[config.mk]
export PLATFORM = sky130hd
export DESIGN_NAME = wb_arbiter
export DESIGN_NICKNAME = d
export VERILOG_FILES = /design/src/rtl/wb_arbiter.sv
export SDC_FILE = /design/constraint.sdc
export NUM_CORES = 1
export LEC_CHECK = 0
export CAP_MARGIN = 5
export CORE_UTILIZATION = 48
export DETAILED_ROUTE_END_ITERATION = 8
export PLACE_DENSITY = 0.81
export SYNTH_ARGS = -nofsm -noshare
export SYNTH_HDL_FRONTEND = slang
export SYNTH_SLANG_ARGS = --single-unit
export TNS_END_PERCENT = 100
[constraint.sdc]
create_clock -name clk -period 4.5 [get_ports clk]
set_input_delay 0.45 -clock clk [delete_from_list [all_inputs] [get_ports clk]]
set_output_delay 0.45 -clock clk [all_outputs]
set_load 0.01 [all_outputs]
[src/rtl/wb_arbiter.sv]
// Register-file write-port arbiter between the pipeline WB stage and a
// buffered multi-cycle-unit (MDU) result FIFO, with starvation forcing.
module wb_arbiter #(
  parameter int DEPTH      = 2,
  parameter int STARVE_MAX = 4
) (
  input  logic        clk,
  input  logic        rst_n,
  input  logic        wb_valid,
  input  logic [4:0]  wb_rd,
  input  logic [31:0] wb_data,
  input  logic        mdu_valid,
  input  logic [4:0]  mdu_rd,
  input  logic [31:0] mdu_data,
  output logic        mdu_ready,
  output logic        pipe_stall,
  output logic        reg_write_enable,
  output logic [4:0]  reg_write_addr,
  output logic [31:0] reg_write_data
);

  localparam int PW = (DEPTH > 1) ? $clog2(DEPTH) : 1;
  localparam int CW = $clog2(DEPTH + 1);
  localparam int SW = $clog2(STARVE_MAX + 1);

  typedef enum logic [1:0] {IDLE, DRAIN, FORCE} state_e;

  state_e            state_q, state_d;
  logic [CW-1:0]     cnt_q, cnt_d;
  logic [PW-1:0]     rptr_q, rptr_d;
  logic [PW-1:0]     wptr_q, wptr_d;
  logic [SW-1:0]     starve_q, starve_d;
  logic [DEPTH-1:0]  vld_q, vld_d;
  logic [4:0]        rd_q   [DEPTH];
  logic [31:0]       data_q [DEPTH];

  logic head_live, head_wr, pipe_exec, blocked, pop, push, store;

  function automatic logic [PW-1:0] inc(input logic [PW-1:0] p);
    return (p == PW'(DEPTH - 1)) ? '0 : p + 1'b1;
  endfunction

  always_comb begin
    state_d          = state_q;
    cnt_d            = cnt_q;
    rptr_d           = rptr_q;
    wptr_d           = wptr_q;
    starve_d         = starve_q;
    vld_d            = vld_q;
    mdu_ready        = 1'b0;
    pipe_stall       = 1'b0;
    reg_write_enable = 1'b0;
    reg_write_addr   = '0;
    reg_write_data   = '0;
    head_wr          = 1'b0;
    pipe_exec        = 1'b0;
    blocked          = 1'b0;
    pop              = 1'b0;
    push             = 1'b0;
    store            = 1'b0;
    // Killed entries and rd=0 entries never claim the write port.
    head_live = (cnt_q != '0) && vld_q[rptr_q] && (rd_q[rptr_q] != 5'd0);

    if (rst_n) begin
      mdu_ready = (cnt_q < CW'(DEPTH));

      case (state_q)
        IDLE: pipe_exec = wb_valid;
        DRAIN: begin
          if (!head_live) begin
            pop       = (cnt_q != '0);
            pipe_exec = wb_valid;
          end else if (wb_valid) begin
            pipe_exec = 1'b1;
            blocked   = 1'b1;
          end else begin
            pop     = 1'b1;
            head_wr = 1'b1;
          end
        end
        FORCE: begin
          pop        = (cnt_q != '0);
          head_wr    = head_live;
          pipe_stall = 1'b1;
        end
        default: ;
      endcase

      if (pipe_exec && wb_rd != 5'd0) begin
        reg_write_enable = 1'b1;
        reg_write_addr   = wb_rd;
        reg_write_data   = wb_data;
      end
      if (head_wr) begin
        reg_write_enable = 1'b1;
        reg_write_addr   = rd_q[rptr_q];
        reg_write_data   = data_q[rptr_q];
      end

      // A pipeline write to r supersedes any older or same-cycle MDU result to r.
      push  = mdu_valid && mdu_ready;
      store = push && !(pipe_exec && mdu_rd == wb_rd);
      if (pipe_exec && wb_rd != 5'd0) begin
        for (int i = 0; i < DEPTH; i++)
          if (vld_q[i] && rd_q[i] == wb_rd) vld_d[i] = 1'b0;
      end

      if (pop) begin
        vld_d[rptr_q] = 1'b0;
        rptr_d        = inc(rptr_q);
      end
      if (store) begin
        vld_d[wptr_q] = 1'b1;
        wptr_d        = inc(wptr_q);
      end
      cnt_d = cnt_q + CW'(store) - CW'(pop);

      if (pop)                                           starve_d = '0;
      else if (blocked && starve_q < SW'(STARVE_MAX))    starve_d = starve_q + 1'b1;

      case (state_q)
        IDLE:    if (cnt_d != '0) state_d = DRAIN;
        DRAIN: begin
          if (cnt_d == '0)                     state_d = IDLE;
          else if (starve_d == SW'(STARVE_MAX)) state_d = FORCE;
        end
        FORCE:   state_d = (cnt_d != '0) ? DRAIN : IDLE;
        default: state_d = IDLE;
      endcase
    end
  end

  always_ff @(posedge clk) begin
    if (!rst_n) begin
      state_q  <= IDLE;
      cnt_q    <= '0;
      rptr_q   <= '0;
      wptr_q   <= '0;
      starve_q <= '0;
      vld_q    <= '0;
    end else begin
      state_q  <= state_d;
      cnt_q    <= cnt_d;
      rptr_q   <= rptr_d;
      wptr_q   <= wptr_d;
      starve_q <= starve_d;
      vld_q    <= vld_d;
    end
  end

  // Payload storage needs no reset; the valid bits qualify it.
  always_ff @(posedge clk) begin
    if (store) begin
      rd_q[wptr_q]   <= mdu_rd;
      data_q[wptr_q] <= mdu_data;
    end
  end

endmodule

* After elaboration in Yosys (flattened, before gate mapping)
Memories as Yosys holds them, arrays and structs flattened. A register that Yosys moved wholly into a read port is not among the register bits.
Cells that the tools add are included.
** Operators by class
- $add $sub $neg :: 5
- Order comparisons :: 6
- Equality and inequality tests :: 8
- Multiplexer cells :: 56
- Bitwise gates (word level) :: 3
- Reduce and logical (&&, ||, !) cells :: 19
** Operators with widths (number)
- 32-bit two-way mux :: 3
- 1-bit two-way mux :: 33
- 2-bit two-way mux :: 8
- 5-bit == test :: 3
- 5-bit two-way mux :: 3
- 1-bit logical AND :: 11
- 5-bit nonzero test :: 2
- 3-bit two-way mux :: 3
- 1-bit case mux with 2 select lines :: 3
- 2-bit case mux with 3 select lines :: 1
- 2-bit zero test :: 2
- 1-bit by 2-bit < comparator with 1-bit output, second input constant :: 2
- 2-bit nonzero test :: 2
- 3-bit by 1-bit adder with 3-bit output, second input constant :: 1
- 3-bit == test, second input constant :: 1
- 3-bit < comparator, second input constant :: 1
- 3-bit != test, second input constant :: 1
- 1-bit adder, second input constant :: 2
- 2-bit by 1-bit adder with 2-bit output :: 1
- 2-bit AND :: 1
- 1-bit demux with 1-bit select :: 2
- 2-bit by 1-bit == test with 1-bit output, second input constant :: 1
- 2-bit == test, second input constant :: 1
- 1-bit greater-or-equal comparator, second input constant :: 2
- other kinds (7) :: 7
** Word-level totals
- Bits in registers :: 11
- RAM bits :: 74
- Input port bits :: 78
- Output and inout port bits :: 40
- Logic and storage cells :: 105
- Memories kept :: 2
** Memory list
- data_q :: depth 2, width 32, rd ports 1, clocked after Yosys merged registers in 1, wr ports 1, line 35 : logic [31:0] data_q [DEPTH];
- rd_q :: depth 2, width 5, rd ports 3, clocked after Yosys merged registers in 1, wr ports 1, line 34 : logic [4:0] rd_q [DEPTH];

* Logic depth before layout (Yosys ltp)
- Depth in word-level cells :: 15
- Mapped depth :: 15

* Least setup slack after synthesis
No wires, ideal clock.
- Path kind :: register to register
- Start point :: register state_q[1]
- End point :: memory data_q[0][0], enable pin
- Arrival time :: 3014 ps
- Required time :: 4067 ps
- Slack :: 1053 ps
- Stages on the path, launching flop included :: 8
- Path buffers :: 0
- Cell sequence :: dfxtp_1 > inv_1 > ha_1 > o21ai_0 > nor4_1 > a311oi_1 > nand2_1 > nor2_1
** On the way
- Cells in the longest elaborated chain, start to end :: 9
- Elaborated cells between the ends (all ways) :: 10
** Ends and longest elaborated chain
- from (decl) :: line 28 : state_e state_q, state_d;
- from (signal assigned) :: line 142 : state_q <= state_d;
- 2-bit by 1-bit == test with 1-bit output / 2-bit zero test (equally long branches) :: line 67 : case (state_q)
- 1-bit case mux with 2 select lines (*) :: line 67
- 1-bit two-way mux (*) :: line 64 : if (rst_n) begin
- 1-bit logical AND (*) :: line 102 : store = push && !(pipe_exec && mdu_rd == wb_rd);
- 1-bit zero test (*) :: line 102
- 1-bit logical AND (*) :: line 102
- 1-bit two-way mux (*) :: line 64
- 1-bit two-way mux (*) :: line 153 : if (store) begin
- 1-bit two-way mux (not written as such) (*) :: line 155 : data_q[wptr_q] <= mdu_data;
- to (decl) :: line 35
Every way passes the cells marked *; elsewhere a longest branch is shown, timed or not. The select of a mux whose other input is x is not followed.

==> impl_metrics.tcl <==
set metrics [dict create \
    crit_start "rd_q[0][1]" \
    hp-class "reg2reg" \
    clock-sinks 86 \
    grt_pass1_wl_um 13950 \
    numCtsBuffers 9 \
    cp-start-kind "register" \
    placementRows 33 \
    ctsHoldBuffers 0 \
    async_flop_share 0 \
    timing.final.crit_share 0.8294 \
    antenna_found_initial 0 \
    nets 516 \
    cap_violations 0 \
    fmax_ghz 0.2679 \
    hold_viol 0 \
    cts_setup_buffers 0 \
    status "completed" \
    regArea_um2 2464 \
    syn_area_um2 4088 \
    layout_setup_ws_ps 767.8 \
    dpl.cell_count 525 \
    drt-pass1-iter-count 4 \
    num_vias 2875 \
    vdd_ir_drop_max_v 0.0003070 \
    htreeDepth 3 \
    tns_ps 0 \
    crit_type "reg2out" \
    antennaDiodeCount 0 \
    wl_um 8807 \
    ctsLongestPathBuffers 2 \
    tightest_slew_ps 940.2 \
    synth_ff_type "edfxtp_1" \
    drive_gt1_frac 0.06422 \
    yosysTopAreaCell "edfxtp_1" \
    path_max_fanout 36 \
    detail-route-antenna-nets 0 \
    syn_nets 404 \
    finalMaxSlewViolations 0 \
    max_stage_delay_ps 730 \
    synthDominantCellAreaShare 0.5436 \
    postSynthAreaPerCell_um2 12.81 \
    synth_cell_types 36 \
    synthToLayoutAreaGrowth_pct 35.84 \
    cp.required_ps 4050 \
    ctsResizeCount 0 \
    clock_skew_ps 8.501 \
    fill_cells 604 \
    power_density_nw_per_um2 395.6 \
    boundaryPins 118 \
    die_y_um 94.28 \
    cp_num_buf_inv 1 \
    cp.arrival_ps 3280 \
    timing.slew.headroom 0.3709 \
    cts_tree "yes" \
    die_w_um 94.28 \
    grt-ovfl-total 0 \
    rsz0062_at_grt "false" \
    clk_latency_ps 340 \
    critPathSlowestCell "o21ai_4" \
    ys_ff_latch 86 \
    netlist_instances 319 \
    hold_path.startpoint "vld_q[1]" \
    place_ws_ps 1013 \
    r2r-start "state_q[1]" \
    critPathCaptureType "output port" \
    stdcell_count 541 \
    hpwl_um 6169 \
    wl_per_cell_um 16.28 \
    post-route-min-period_ps 3732 \
    synth_edf_count 74 \
    cts-root-buf "clkbuf_8" \
    routabilityCongestion 0.8557 \
    clkSlewWorstSetupHoldPaths_ps 80 \
    initial_core_util 0.4975 \
    whs_ps 500.7 \
    yosysMostFrequentCell "edfxtp_1" \
    critPathTopFamily "simple AND/OR/NAND/NOR gates" \
    drt_iter0_drc 112 \
    synth_common_cells "74 x edfxtp_1, 47 x nor2_1, 43 x mux2i_1, 35 x a211oi_1, 12 x dfxtp_1" \
    path_cells "or4_1 > nor3_2 > nor2_1 > and3_2 > o21ai_4 > a211oi_1 > clkdlybuf4s50_1" \
    grt_max_degree 39 \
    p_leak_nw 1.834 \
    multi_input_area_um2 1489 \
    final-setup-viol-count 0 \
    grt_pass1_vias 2871 \
    yosysSeqAreaShare 0.6024 \
    synth_area_leaders "edfxtp_1 54%, mux2i_1 11%, a211oi_1 6.4%" \
    viasPerCell 5.314 \
    route.detailed.drc 0 \
    dieArea_um2 8889 \
    core_um2 8217 \
    yosysWarnings 0 \
    track_usage 0.2127 \
    portBuffers 117 \
]
==> kinds of logic after synthesis <==
| logic type | Yosys count | synth area share |
|---|---|---|
| buf+inv | 31 | 0.03734 |
| simple gates | 83 | 0.09856 |
| compound gates | 51 | 0.09305 |
| fa+ha+maj | 7 | 0.02143 |
| mux | 43 | 0.1053 |
| xor+xnor | 18 | 0.04194 |
| flops | 86 | 0.6024 |
==> worst register-to-register path, cell delays in order (launching register included) <==
cell      delay (ps)
dfxtp_1          390
inv_1             80
ha_1             260
o21ai_0          320
nor4_1           110
a311oi_1         460
inv_1            110
ha_1             300
inv_1             40
ha_1             180
xnor3_1          230
nand2b_1         120
nand2_1          110
o32ai_1           80
a21oi_1          270
mux2i_1          240
==> worst paths after layout <==
path / cells after the start / slack [ps] / to
max: 7 / 770 / reg_write_addr[0]
min: 1 / 500 / vld_q[1]
max reg2reg: 15 / 1130 / state_q[1]
min reg2reg: 1 / 500 / vld_q[1]
==> layout by cell type, fill, tap and decap left out, types with 8 or more instances in the layout <==
cell,synthesis,layout
mux2i_1,43,43
edfxtp_1,74,74
clkdlybuf4s50_1,0,117
clkbuf_8,0,10
nor2_1,47,45
dfxtp_1,12,11
xnor2_1,8,8
a211oi_1,35,35
xor2_1,9,9
inv_1,10,10
==> per-layer routing <==
layer	vias up	part of all wire	track usage
met3	9	0.053	0.03722
met1	1372	0.41	0.2404
met4	0	0.013	0.07436
li1	1412	-	-
met2	82	0.53	0.3973
met5	-	0	0
==> where the power goes <==
| part | switching (mW) | internal [mW] |
|---|---|---|
| clock network | 0.270 | 0.329 |
| registers | 0.0461 | 0.964 |
| logic | 0.297 | 0.290 |
==> final cells by class <==
type                    count  area share
repair buffers            122      0.2177
clock inverters             5     0.01465
flip-flops and latches     86      0.4437
multi-input cells         202      0.2681
clock buffers              11     0.02546
well taps                 105     0.02366
inverters                  10    0.006760
==> stage by stage <==
step                  util  cell area [um2]  power, mW
global route        0.6758             5553      2.300
CTS                 0.6758             5553      2.209
global placement    0.6487             5330      1.595
detailed placement  0.6487             5330      1.615
floorplan                -             4088      1.379
finish              0.6758             5553      2.197
==> registers in the layout, summed over array words and instances (netlist names), named ones only <==
register	count
data_q	64
rd_q	10
starve_q	3
cnt_q	2
state_q	2
vld_q	2
rptr_q	1
wptr_q	1
Note: power is estimated with default switching activity, not from simulation.
